## src/rtl/usb_packet_transmitter.sv

```systemverilog
// usb_packet_transmitter: device-side USB full-speed packet serializer.
// Accepts a byte stream (PID first) over valid/ready and drives SYNC,
// NRZI-encoded bit-stuffed data (LSB first) and EOP onto the D+/D- pads.
module usb_packet_transmitter #(
  parameter int          CLOCKS_PER_BIT = 4,
  parameter logic [7:0]  SYNC_PATTERN   = 8'b01010100,
  parameter int          STUFF_LIMIT    = 6
) (
  input  logic       clock48,
  input  logic       reset_n,
  input  logic [7:0] tx_data,
  input  logic       tx_valid,
  input  logic       tx_last,
  output logic       tx_ready,
  output logic       tx_busy,
  output logic       tx_underrun,
  output logic       usb_dp_out,
  output logic       usb_dn_out,
  output logic       usb_oe
);

  localparam int CW = (CLOCKS_PER_BIT > 1) ? $clog2(CLOCKS_PER_BIT) : 1;
  localparam int OW = $clog2(STUFF_LIMIT + 1);
  localparam logic [CW-1:0] BIT_LAST   = CW'(CLOCKS_PER_BIT - 1);
  localparam logic [OW-1:0] ONES_LIMIT = OW'(STUFF_LIMIT);

  localparam logic [2:0] S_IDLE    = 3'd0;
  localparam logic [2:0] S_SYNC    = 3'd1;
  localparam logic [2:0] S_DATA    = 3'd2;
  localparam logic [2:0] S_STUFF   = 3'd3;
  localparam logic [2:0] S_EOP_SE0 = 3'd4;
  localparam logic [2:0] S_EOP_J   = 3'd5;

  // Current-bit registers: state, bit-time counter, index within field,
  // data shift register (bit 0 is the bit on the line), NRZI level and
  // the run of consecutive decoded ones including the current bit.
  logic [2:0]    r_state;
  logic [CW-1:0] r_cnt;
  logic [2:0]    r_idx;
  logic [7:0]    r_shift;
  logic          r_last;
  logic          r_level;
  logic [OW-1:0] r_ones;
  logic          r_busy;
  logic          r_dp;
  logic          r_dn;
  logic          r_underrun;

  logic          w_bit_end;
  logic          w_stuff_due;
  logic          w_byte_end;
  logic          w_ready;

  logic [2:0]    w_state_n;
  logic [CW-1:0] w_cnt_n;
  logic [2:0]    w_idx_n;
  logic [7:0]    w_shift_n;
  logic          w_last_n;
  logic          w_level_n;
  logic [OW-1:0] w_ones_n;
  logic          w_underrun_n;
  logic          w_enter;
  logic          w_advance;
  logic          w_new_byte;
  logic          w_bit;
  logic          w_base_lvl;
  logic [OW-1:0] w_base_ones;
  logic          w_busy_n;
  logic          w_dp_n;
  logic          w_dn_n;

  // Bit-boundary and byte-boundary decode.
  always_comb begin
    w_bit_end   = (r_cnt == BIT_LAST);
    w_stuff_due = (r_ones == ONES_LIMIT);
    w_byte_end  = w_bit_end && (r_idx == 3'd7) &&
                  (((r_state == S_DATA) && !w_stuff_due) || (r_state == S_STUFF));
    w_ready     = reset_n && (((r_state == S_IDLE) && tx_valid) ||
                              (w_byte_end && !r_last));
  end

  // Next-state logic for the serializer.
  always_comb begin
    // NOTE: every signal gets a default before the case so no path leaves
    // it unassigned, which would otherwise infer a latch.
    w_state_n    = r_state;
    w_idx_n      = r_idx;
    w_shift_n    = r_shift;
    w_last_n     = r_last;
    w_level_n    = r_level;
    w_ones_n     = r_ones;
    w_underrun_n = 1'b0;
    w_enter      = 1'b0;
    w_advance    = 1'b0;
    w_new_byte   = 1'b0;
    w_bit        = 1'b0;
    w_base_lvl   = r_level;
    w_base_ones  = r_ones;
    w_cnt_n      = (r_state == S_IDLE || w_bit_end) ? '0 : r_cnt + 1'b1;

    case (r_state)
      S_IDLE: begin
        if (tx_valid) begin
          w_state_n = S_SYNC;
          w_idx_n   = 3'd0;
          w_shift_n = tx_data;
          w_last_n  = tx_last;
        end
      end
      S_SYNC: begin
        if (w_bit_end) begin
          if (r_idx == 3'd7) w_enter = 1'b1;
          else               w_idx_n = r_idx + 3'd1;
        end
      end
      S_DATA, S_STUFF: begin
        if (w_bit_end) begin
          if ((r_state == S_DATA) && w_stuff_due) begin
            w_state_n = S_STUFF;
            w_level_n = ~r_level;
            w_ones_n  = '0;
          end else if (r_idx == 3'd7) begin
            if (!r_last && tx_valid) begin
              w_enter    = 1'b1;
              w_new_byte = 1'b1;
            end else begin
              w_underrun_n = !r_last;
              w_state_n    = S_EOP_SE0;
              w_idx_n      = 3'd0;
            end
          end else begin
            w_enter   = 1'b1;
            w_advance = 1'b1;
          end
        end
      end
      S_EOP_SE0: begin
        if (w_bit_end) begin
          if (r_idx == 3'd1) w_state_n = S_EOP_J;
          else               w_idx_n   = r_idx + 3'd1;
        end
      end
      default: begin
        if (w_bit_end || r_state != S_EOP_J) w_state_n = S_IDLE;
      end
    endcase

    // Start of a new data bit: pick its value and NRZI-encode it.
    if (w_enter) begin
      if (w_new_byte) begin
        w_bit     = tx_data[0];
        w_shift_n = tx_data;
        w_last_n  = tx_last;
        w_idx_n   = 3'd0;
      end else if (w_advance) begin
        w_bit     = r_shift[1];
        w_shift_n = r_shift >> 1;
        w_idx_n   = r_idx + 3'd1;
      end else begin
        w_bit   = r_shift[0];
        w_idx_n = 3'd0;
      end
      // SYNC ends on K after a K-K pair, i.e. one decoded one.
      if (r_state == S_SYNC) begin
        w_base_lvl  = 1'b0;
        w_base_ones = OW'(1);
      end
      w_state_n = S_DATA;
      w_level_n = w_bit ? w_base_lvl : ~w_base_lvl;
      w_ones_n  = w_bit ? w_base_ones + OW'(1) : '0;
    end
  end

  // Pad values for the next bit, registered so the pads only move on a
  // bit boundary and never glitch.
  always_comb begin
    w_busy_n = 1'b1;
    w_dp_n   = 1'b1;
    w_dn_n   = 1'b0;
    case (w_state_n)
      S_IDLE:    w_busy_n = 1'b0;
      S_SYNC: begin
        w_dp_n = SYNC_PATTERN[3'd7 - w_idx_n];
        w_dn_n = ~w_dp_n;
      end
      S_DATA, S_STUFF: begin
        w_dp_n = w_level_n;
        w_dn_n = ~w_level_n;
      end
      S_EOP_SE0: begin
        w_dp_n = 1'b0;
        w_dn_n = 1'b0;
      end
      default: ;
    endcase
  end

  // State and pad registers; reset drops the pads to idle J at once.
  always_ff @(posedge clock48 or negedge reset_n) begin
    if (!reset_n) begin
      r_state    <= S_IDLE;
      r_cnt      <= '0;
      r_idx      <= 3'd0;
      r_shift    <= 8'd0;
      r_last     <= 1'b0;
      r_level    <= 1'b0;
      r_ones     <= '0;
      r_busy     <= 1'b0;
      r_dp       <= 1'b1;
      r_dn       <= 1'b0;
      r_underrun <= 1'b0;
    end else begin
      // NOTE: non-blocking assignments so every register samples the
      // pre-edge values, independent of statement order.
      r_state    <= w_state_n;
      r_cnt      <= w_cnt_n;
      r_idx      <= w_idx_n;
      r_shift    <= w_shift_n;
      r_last     <= w_last_n;
      r_level    <= w_level_n;
      r_ones     <= w_ones_n;
      r_busy     <= w_busy_n;
      r_dp       <= w_dp_n;
      r_dn       <= w_dn_n;
      r_underrun <= w_underrun_n;
    end
  end

  assign tx_ready    = w_ready;
  assign tx_busy     = r_busy;
  assign usb_oe      = r_busy;
  assign usb_dp_out  = r_dp;
  assign usb_dn_out  = r_dn;
  assign tx_underrun = r_underrun;

endmodule

```

## config.mk

```make
export PLATFORM = sky130hd
export DESIGN_NAME = usb_packet_transmitter
export DESIGN_NICKNAME = d
export VERILOG_FILES = /design/src/rtl/usb_packet_transmitter.sv
export SDC_FILE = /design/constraint.sdc
export NUM_CORES = 1
export LEC_CHECK = 0
export ABC_CLOCK_PERIOD_IN_PS = 3300
export CAP_MARGIN = 20
export CORE_UTILIZATION = 40
export CTS_BUF_LIST = sky130_fd_sc_hd__clkbuf_4 sky130_fd_sc_hd__clkbuf_8
export CTS_CLUSTER_SIZE = 8
export DETAILED_ROUTE_END_ITERATION = 16
export PLACE_DENSITY = 0.68
export SLEW_MARGIN = 20
export SYNTH_ARGS = -nofsm -noshare
export SYNTH_HDL_FRONTEND = slang
export SYNTH_SLANG_ARGS = --single-unit
```

## constraint.sdc

```tcl
create_clock -name clock48 -period 3.3 [get_ports clock48]
set_input_delay 0.33 -clock clock48 [delete_from_list [all_inputs] [get_ports clock48]]
set_output_delay 0.33 -clock clock48 [all_outputs]
set_load 0.005 [all_outputs]
```

==> metrics.md <==
| Metric | Value |
|---|---|
| Most used DFF post-synth | `dfrtp_1` |
| Net Sw Power | `0.558 mW` |
| Final period util | `0.814` |
| Worst path bufs/invs | `1` |
| Clk buf depth | `2` |
| Int Power | `0.824 mW` |
| Clock group share of total power | `0.137` |
| Antenna violations before repair | `0` |
| Clock Sinks | `25` |
| Total Nets Final | `222` |
| Avg Inst Size Synth | `8.90 sq um` |
| CP Cell Sequence | `nand3b_1 -> nor4b_1 -> o21a_1 -> clkdlybuf4s50_1` |
| Sequential power share | `0.386` |
| Placement Rows | `23` |
| Final Critical Period | `2.68 ns` |
| Synth area leaders | `dfrtp_1, ha_1, nor2_1` |
| Worst path required time | `2.97 ns` |
| Sequential-to-total area share from yosys stat | `0.377` |
| Peak supply drop | `341 uV` |
| Largest net degree at the start of global routing | `26` |
| FMAX | `0.372 GHz` |
| Worst-Margin Slew | `0.612 ns` |
| Largest area contributor in the netlist | `dfrtp_1` |
| Status | `finished clean` |
| Fin area | `1930 sq um` |
| Vias in the first global route | `1413` |
| Mapped Nets | `205` |
| Wire length per cell | `15.6 um` |
| Core footprint | `4000 sq um` |
| Io pins | `18` |
| Total track usage | `0.201` |
| Mapped Cells | `187` |
| Slowest cell on crit path | `dfrtp_1` |
| Total of max-cap violations | `0` |
| First-pass GRT wire length | `6810 um` |
| First-pass iteration count of the detailed router | `5` |
| WS Path Type | `reg -> out` |
| DIE HEIGHT | `66.5 um` |
| Setup Fix Bufs, Post-CTS | `0` |
| H-tree depth | `1` |
| Critical path fanouts, max | `20` |
| Final setup TNS | `0 ns` |
| Most frequent cell after synthesis | `dfrtp_1` |
| Most frequent cells after synthesis | `dfrtp_1, nor2_1, inv_1` |
| Synthesized cell area | `1660 sq um` |
| PD cells | `716 nW/um^2` |
| Initial Util | `0.416` |
| Post-cts sizing count | `0` |
| First-iteration detailed-routing DRC count | `72` |
| Max stage delay on crit path | `0.61 ns` |
| Clock root buffer | `clkbuf_8` |
| Die area | `4420 sq um` |
| Sw Share | `0.404` |
| Final setup viols | `0` |
| CTS tree | `done` |
| Top-area cell type share of the netlist area | `0.361` |
| Vias per cell | `6.00` |
| DPL Wire Length | `2910 um` |
| Total power | `1.38 mW` |
| Delay-heaviest family, CP | `simple AND/OR/NAND/NOR gates` |
| Synth unique cells | `59` |
| Placed cell area | `1880 sq um` |
| Residual DRC | `0` |
| DIE WIDTH | `66.5 um` |
| Share of cells above drive strength 1 | `0.0887` |
| Post-synthesis async set-or-reset flop share | `1.00` |
| Clock Latency Late Sink | `0.27 ns` |
| #FFs+latches synth | `25` |
| Max Slew Vio Count | `0` |
| Layout area overhead | `15.9%` |
| WL final | `3940 um` |
| N_diodes | `0` |
| GPL Wtd Cong | `0.905` |
| # hold bufs at CTS | `0` |
| CP Capture Type | `primary output` |
| Yosys warns | `0` |
| Worst Hold Class | `reg -> reg` |
| Leakage | `0.796 nW` |
| Logic pwr share | `0.477` |
| TritonCTS Buffers | `3` |
| Total grt overflow | `0` |
| Hold Vio Cnt, Final | `0` |
| CTS clk-pin slew, worst paths | `0.09 ns` |
| Unrepaired setup endpoints after global routing | `false` |
| Port bufs | `17` |
| Relative slew slack | `0.591` |
| DRT antenna net count | `0` |
| Fill count | `374` |
| Critical Path AT | `2.35 ns` |
| Vias | `1519` |
| Critical path launch point type | `flop` |
| Post-synth EDFFs | `0` |
| Skew final | `0.00333 ns` |
-- path summary, 6_finish.rpt --
| check | startpoint | end | slack (ns) | depth (start not counted) |
|---|---|---|---|---|
| min in group asynchronous | reset_n | r_last$_DFF_PN0_ | 0.48 | 2 |
| hold reg to reg | r_cnt[0]$_DFF_PN0_ | r_cnt[0]$_DFF_PN0_ | 0.45 | 1 |
| max in group asynchronous | reset_n | usb_dp_out$_DFF_PN1_ | 2.52 | 2 |
| setup reg to reg | r_state[2]$_DFF_PN0_ | usb_dp_out$_DFF_PN1_ | 0.69 | 6 |
| hold / removal | r_cnt[0]$_DFF_PN0_ | r_cnt[0]$_DFF_PN0_ | 0.45 | 1 |
| setup / recovery | r_state[2]$_DFF_PN0_ | tx_ready | 0.62 | 4 |
-- cells in the final DEF (no fill, tap or decap), drive strengths merged, types with 5 or more instances in the layout --
master,netlist,layout
dfrtp,24,24
nor2,20,20
clkdlybuf4s50,0,17
inv,12,12
nand2b,10,10
a21oi,10,10
nor2b,9,9
nor3,9,9
o21ai,7,7
ha,6,6
nand2,5,5
o22ai,5,5
-- flip-flops by register name, indices dropped and copies added (netlist names) --
signal       count
r_last           1
r_cnt            2
r_idx            3
r_ones           3
tx_underrun      1
r_shift          8
usb_dp_out       1
r_state          3
tx_busy          1
usb_dn_out       1
r_level          1
-- metal layers --
layer / part of all wire / global-route usage
met1: 0.45 / 0.278
met2: 0.47 / 0.318
met3: 0.065 / 0.0445
met4: 0.015 / 0.0479
met5: 0 / 0
-- layout make-up --
cell class / instances / area (sq um) / share of cell area
inverter: 12 / 45.0 / 0.0234
clock inverter: 1 / 5.00 / 0.00260
tap: 50 / 62.6 / 0.0324
clock buffer: 3 / 41.3 / 0.0214
timing repair buffer: 21 / 200 / 0.104
sequential: 25 / 627 / 0.325
multi-input combinational: 141 / 947 / 0.491
-- worst reg2reg max path: cells and delay by family, from the launching register on --
| family | cells | cell delay [ns] |
|---|---|---|
| AND/OR/NAND/NOR | 3 | 0.84 |
| flip-flops | 1 | 0.61 |
| AO/OA/AOI/OAI | 3 | 1.07 |
-- per-stage QoR --
stage / util / setup slack, ns / instances / hold slack (ns)
after global routing: 0.482 / 0.447 / 253 / 0.474
after CTS: 0.482 / 0.639 / 253 / 0.450
after detailed placement: 0.470 / 0.723 / 249 / 0.435
after floorplan: - / 1.32 / 187 / 0.0344
after global placement: 0.470 / 0.794 / 249 / 0.438
final: 0.482 / 0.615 / 253 / 0.454
-- cell families (layout without fill, tap and decap cells) --
kind of cell,after synthesis,in the layout,share of synthesized area
AOI/OAI and AO/OA,51,51,0.221
and+or+nand+nor,79,79,0.274
xor gates and xnor gates,2,2,0.0105
muxes,3,3,0.0188
DFF,25,25,0.377
buffers and inverters,21,37,0.0541
adders and majority gates,6,6,0.0451
-- power by group through the flow --
stage	clock, mW	sequential, mW	combinational, mW
2_1_floorplan	0	0.502	0.495
3_3_place_gp	0	0.538	0.644
3_5_place_dp	0	0.536	0.654
4_1_cts	0.193	0.532	0.654
5_1_grt	0.204	0.551	0.735
6_report	0.189	0.533	0.659
Note: power is estimated with default switching activity, not from simulation.
